<file path="src/rtl/mx_matrix_cat_n.sv">
// Streaming MXInt concat along the last dim: rows are rebuilt as in0 blocks, in1 blocks, ... per row.
// One output register (1-cycle latency, full throughput); only the selected input sees ready, others stall.
module mx_matrix_cat_n #(
   parameter int NUM_INPUTS    = 2,
   parameter int MWIDTH        = 8,
   parameter int EWIDTH        = 8,
   parameter int PARALLELISM_0 = 1,
   parameter int PARALLELISM_1 = 1,
   parameter int ROW_BLOCKS    = 1,
   parameter logic [NUM_INPUTS*16-1:0] COL_BLOCKS = {16'd1, 16'd1},
   localparam int BLOCK_SIZE   = PARALLELISM_0 * PARALLELISM_1
) (
   input  logic                  clk,
   input  logic                  rst,
   input  logic [MWIDTH-1:0]     mdata_in [NUM_INPUTS][BLOCK_SIZE],
   input  logic [EWIDTH-1:0]     edata_in [NUM_INPUTS],
   input  logic [NUM_INPUTS-1:0] data_in_valid,
   output logic [NUM_INPUTS-1:0] data_in_ready,
   output logic [MWIDTH-1:0]     mdata_out_0 [BLOCK_SIZE],
   output logic [EWIDTH-1:0]     edata_out_0,
   output logic                  data_out_0_valid,
   input  logic                  data_out_0_ready,
   output logic                  data_out_0_last,
   output logic                  data_out_0_eor
);
   localparam int SELW = $clog2(NUM_INPUTS);
   localparam int ROWW = $clog2(ROW_BLOCKS) + 1;

   if (NUM_INPUTS < 2) begin : g_chk_inputs
      $error("mx_matrix_cat_n: NUM_INPUTS must be >= 2");
   end
   if (ROW_BLOCKS < 1) begin : g_chk_rows
      $error("mx_matrix_cat_n: ROW_BLOCKS must be >= 1");
   end
   for (genvar g = 0; g < NUM_INPUTS; g++) begin : g_chk_cols
      if (COL_BLOCKS[g*16 +: 16] == 16'd0) begin : g_bad
         $error("mx_matrix_cat_n: COL_BLOCKS entries must be >= 1");
      end
   end

   logic [SELW-1:0]   sel_q, sel_d;
   logic [15:0]       col_q, col_d;
   logic [ROWW-1:0]   row_q, row_d;
   logic              out_valid_q, out_valid_d;
   logic              last_q, last_d;
   logic              eor_q, eor_d;
   logic [EWIDTH-1:0] edata_q, edata_d;
   logic [MWIDTH-1:0] mdata_q [BLOCK_SIZE];
   logic [MWIDTH-1:0] mdata_d [BLOCK_SIZE];

   logic              accept;
   logic              beat;
   logic              sel_vld;
   logic [EWIDTH-1:0] sel_e;
   logic [MWIDTH-1:0] sel_m [BLOCK_SIZE];
   logic [15:0]       col_lim;
   logic              col_wrap, sel_wrap, row_wrap;

   always_comb begin
      accept  = !out_valid_q || data_out_0_ready;
      sel_vld = 1'b0;
      sel_e   = '0;
      sel_m   = '{default: '0};
      col_lim = 16'd1;
      // Explicit mux keeps non-power-of-two input counts free of out-of-range indexing.
      for (int i = 0; i < NUM_INPUTS; i++) begin
         if (sel_q == SELW'(i)) begin
            sel_vld = data_in_valid[i];
            sel_m   = mdata_in[i];
            sel_e   = edata_in[i];
            col_lim = COL_BLOCKS[i*16 +: 16];
         end
      end
      beat     = accept && sel_vld && rst;
      col_wrap = (col_q == col_lim - 16'd1);
      sel_wrap = (sel_q == SELW'(NUM_INPUTS - 1));
      row_wrap = (row_q == ROWW'(ROW_BLOCKS - 1));

      sel_d       = sel_q;
      col_d       = col_q;
      row_d       = row_q;
      out_valid_d = out_valid_q;
      last_d      = last_q;
      eor_d       = eor_q;
      edata_d     = edata_q;
      mdata_d     = mdata_q;

      if (accept) begin
         out_valid_d = beat;
      end
      if (beat) begin
         mdata_d = sel_m;
         edata_d = sel_e;
         eor_d   = col_wrap && sel_wrap;
         last_d  = col_wrap && sel_wrap && row_wrap;
         if (col_wrap) begin
            col_d = 16'd0;
            if (sel_wrap) begin
               sel_d = '0;
               row_d = row_wrap ? '0 : row_q + ROWW'(1);
            end else begin
               sel_d = sel_q + SELW'(1);
            end
         end else begin
            col_d = col_q + 16'd1;
         end
      end
   end

   always_comb begin
      for (int i = 0; i < NUM_INPUTS; i++) begin
         data_in_ready[i] = accept && (sel_q == SELW'(i)) && rst;
      end
   end

   always_ff @(posedge clk or negedge rst) begin
      if (!rst) begin
         sel_q       <= '0;
         col_q       <= '0;
         row_q       <= '0;
         out_valid_q <= 1'b0;
         last_q      <= 1'b0;
         eor_q       <= 1'b0;
         edata_q     <= '0;
         mdata_q     <= '{default: '0};
      end else begin
         sel_q       <= sel_d;
         col_q       <= col_d;
         row_q       <= row_d;
         out_valid_q <= out_valid_d;
         last_q      <= last_d;
         eor_q       <= eor_d;
         edata_q     <= edata_d;
         mdata_q     <= mdata_d;
      end
   end

   assign mdata_out_0      = mdata_q;
   assign edata_out_0      = edata_q;
   assign data_out_0_valid = out_valid_q;
   assign data_out_0_last  = last_q;
   assign data_out_0_eor   = eor_q;
endmodule
</file>
<file path="config.mk">
export PLATFORM = sky130hd
export DESIGN_NAME = mx_matrix_cat_n
export DESIGN_NICKNAME = d
export VERILOG_FILES = /design/src/rtl/mx_matrix_cat_n.sv
export SDC_FILE = /design/constraint.sdc
export NUM_CORES = 1
export LEC_CHECK = 0
export CAP_MARGIN = 30
export CORE_UTILIZATION = 45
export DETAILED_ROUTE_END_ITERATION = 12
export HOLD_SLACK_MARGIN = 0.12
export PLACE_DENSITY = 0.8
export SLEW_MARGIN = 30
export SYNTH_ARGS = -nofsm -noshare
export SYNTH_HDL_FRONTEND = slang
export SYNTH_SLANG_ARGS = --single-unit
</file>
<file path="constraint.sdc">
create_clock -name clk -period 1.8 [get_ports clk]
set_input_delay 0.27 -clock clk [delete_from_list [all_inputs] [get_ports clk]]
set_output_delay 0.27 -clock clk [all_outputs]
set_load 0.01 [all_outputs]
</file>
==> summary.txt <==
Period minus WS final: 1.73 ns
drt first-iter violations: 44
drt pass-1 iters: 4
Initial Util: 0.485
post-synth net total: 202
top cell type by total area after synthesis: dfrtp_1
Design Area, Final: 0.00245 mm^2
Hold WC Path Type: in -> async
synthesized area: 0.00168 mm^2
maximum clock rate: 0.578 GHz
Worst EP required: 1.53 ns
initial antenna violation count: 0
maxcap violations: 0
Die X: 63.1 um
Final nets: 267
final hold violations: 0
pin count of the biggest net entering global routing: 27
Filler Cell Count: 275
Yosys reg bits: 35
row count: 21
Max FO, Critical Path: 8
unrepaired setup endpoints after global routing: false
Area Growth Syn to Fin: 45.8%
final wirelength: 4010 um
slew margin rel.: 0.775
maximum vdd drop: 964 uV
Post-CTS Setup Bufs: 0
Synth area leaders: dfrtp_1 (52%), mux2i_1 (9.5%), o21ai_1 (6.3%)
Worst Clk Skew: 0.00803 ns
Yosys top cell area share: 0.521
crit end category: output pin
grt ovf: 0
CTS tree: yes
library cells used by synthesis: 26
Core Util, Final: 0.707
CORE AREA: 0.00347 mm^2
Routed wire per std cell: 14.6 um
critical path's slowest cell: dlygate4sd3_1
GPL Wtd Cong: 0.839
actual slew at the worst max-slew pin: 0.335 ns
sequential fraction of the synthesis area: 0.521
clk buf depth: 2
PwrDens: 1160 mW/mm^2
vias post-DR: 1398
CP Launch Type: input pin
first-pass GRT wire length: 6630 um
mean post-synth cell area: 10.3 um^2
Clock Latency Late Sink: 0.29 ns
Slew Limit Fails: 0
hpwl dp: 3130 um
type of the worst setup path: in -> out
placed cell areas: 0.00233 mm^2
worst path cell trace: dlygate4sd3_1 -> buf_2 -> and3_1 -> dlygate4sd2_1
Lkg Pwr: 1.12 nW
status: complete, no violations
vias in the first global route: 1419
Ant. Diodes: 0
H-Tree Level Count: 2
GRT Resource Usage Total: 0.219
Final ANT Viol Nets: 0
total design power: 2.84 mW
IO buf count: 57
TritonCTS Buffers: 5
DIE AREA: 0.00399 mm^2
I/O Pins: 58
Critical Path Max Stage Delay: 0.52 ns
share of layout cells above drive strength 1: 0.105
final worst-path cycle share: 0.961
final setup fails: 0
Root Driver: clkbuf_8
Reg clk slew, reported paths: 0.06 ns
clock sinks: 35
Via density: 5.08
Critical Path AT: 1.46 ns
number of synthesis warnings: 0
Cells after Synth: 163
Die H: 63.1 um
Remaining DRCs: 0
-- layout by cell type, fill, tap and decap left out, types with 3 or more instances in the layout --
| cell | instances |
|---|---|
| clkdlybuf4s50_1 | 54 |
| and3_1 | 5 |
| nand3_1 | 6 |
| inv_1 | 5 |
| xor2_1 | 9 |
| nand4_1 | 3 |
| buf_4 | 8 |
| clkbuf_8 | 6 |
| xnor2_1 | 5 |
| o21ai_1 | 21 |
| dfrtp_1 | 35 |
| mux2i_1 | 16 |
| nor3_1 | 4 |
| nor2_1 | 5 |
| nand2_1 | 27 |
-- per-layer routing --
metal  wire, um  GRT usage  up-vias  share of wire
met2       2100      0.388       36           0.52
met3        171     0.0417        9          0.043
met5          0          0        -              0
li1           -          -      690              -
met4         91     0.0988        0          0.023
met1       1640      0.252      663           0.41
-- critical path, delay by kind of cell --
kind          cells  cell delay (ns)
buf+inv           3             1.00
simple gates      1             0.19
-- worst paths after layout --
check / from / slack, ns / endpoint / depth (start not counted)
worst min-delay path: rst / 0.35 / sel_q / 2
min in group clk: edata_out_0[7] / 0.49 / edata_out_0[7] / 2
worst max-delay path: rst / 0.07 / data_in_ready[1] / 4
worst max register to register: col_q[0] / 0.17 / sel_q / 6
worst min register to register: edata_out_0[7] / 0.49 / edata_out_0[7] / 2
max in group asynchronous: rst / 0.91 / col_q[4] / 3
-- Yosys cell counts --
cell type / count
nand3_2: 1
dfrtp_1: 35
xor2_1: 9
mux2i_1: 16
mux2_2: 1
clkbuf_1: 1
xnor2_1: 5
nand2b_1: 1
inv_1: 5
nor2_1: 5
buf_1: 2
nor4_2: 2
nand4_2: 1
ha_1: 2
and4_1: 1
nand4_1: 3
o21ai_1: 21
and3_1: 5
buf_2: 4
nor4b_1: 1
nor3_1: 4
buf_4: 1
nor3_2: 2
nand2_1: 27
nand3_1: 6
nor4_1: 2
-- cell type report --
class	count	area, um^2	share of cell area
clock buffer	6	82.6	0.0337
sequential	35	876	0.357
timing repair buffer	66	633	0.258
clock inverter	2	35.0	0.0143
tap	46	57.6	0.0235
multi-input combinational	115	748	0.305
inverter	5	18.8	0.00766
-- repair_timing --
action,in CTS,in global routing
endpoints found under the hold margin,18,0
setup endpoints to repair,2,0
resized for setup,2,0
hold buffers,1,0
-- through the flow --
stage          TNS [ns]  hold slack [ns]  cells  setup WS [ns]
2_1_floorplan         0          -0.0256    163          0.451
3_5_place_dp    -0.0932            0.107    266        -0.0488
6_report              0            0.345    275         0.0706
4_1_cts               0            0.340    275         0.0634
5_1_grt               0            0.342    275        0.00940
3_3_place_gp          0            0.107    266       0.000410
-- registers in the layout (all words and copies together) (netlist names) --
| name | flops |
|---|---|
| col_q | 16 |
| data_out_0_last | 1 |
| data_out_0_valid | 1 |
| edata_out_0 | 8 |
| mdata_out_0 | 8 |
| sel_q | 1 |
-- where the power goes --
part	internal, mW	leakage [nW]	switching, mW
Sequential	0.983	0.445	0.156
Clock	0.448	0.0612	0.287
Combinational	0.541	0.610	0.430
-- cell families (layout without fill, tap and decap cells) --
family | after synthesis | after routing | share of synthesized area
and+or+nand+nor | 61 | 61 | 0.193
DFF | 35 | 35 | 0.521
buffers and inverters | 13 | 79 | 0.0342
xor gates and xnor gates | 14 | 14 | 0.0729
muxes | 17 | 17 | 0.102
adders and majority gates | 2 | 2 | 0.0149
AOI/OAI and AO/OA | 21 | 21 | 0.0625
Power figures use the tool's default switching activity.
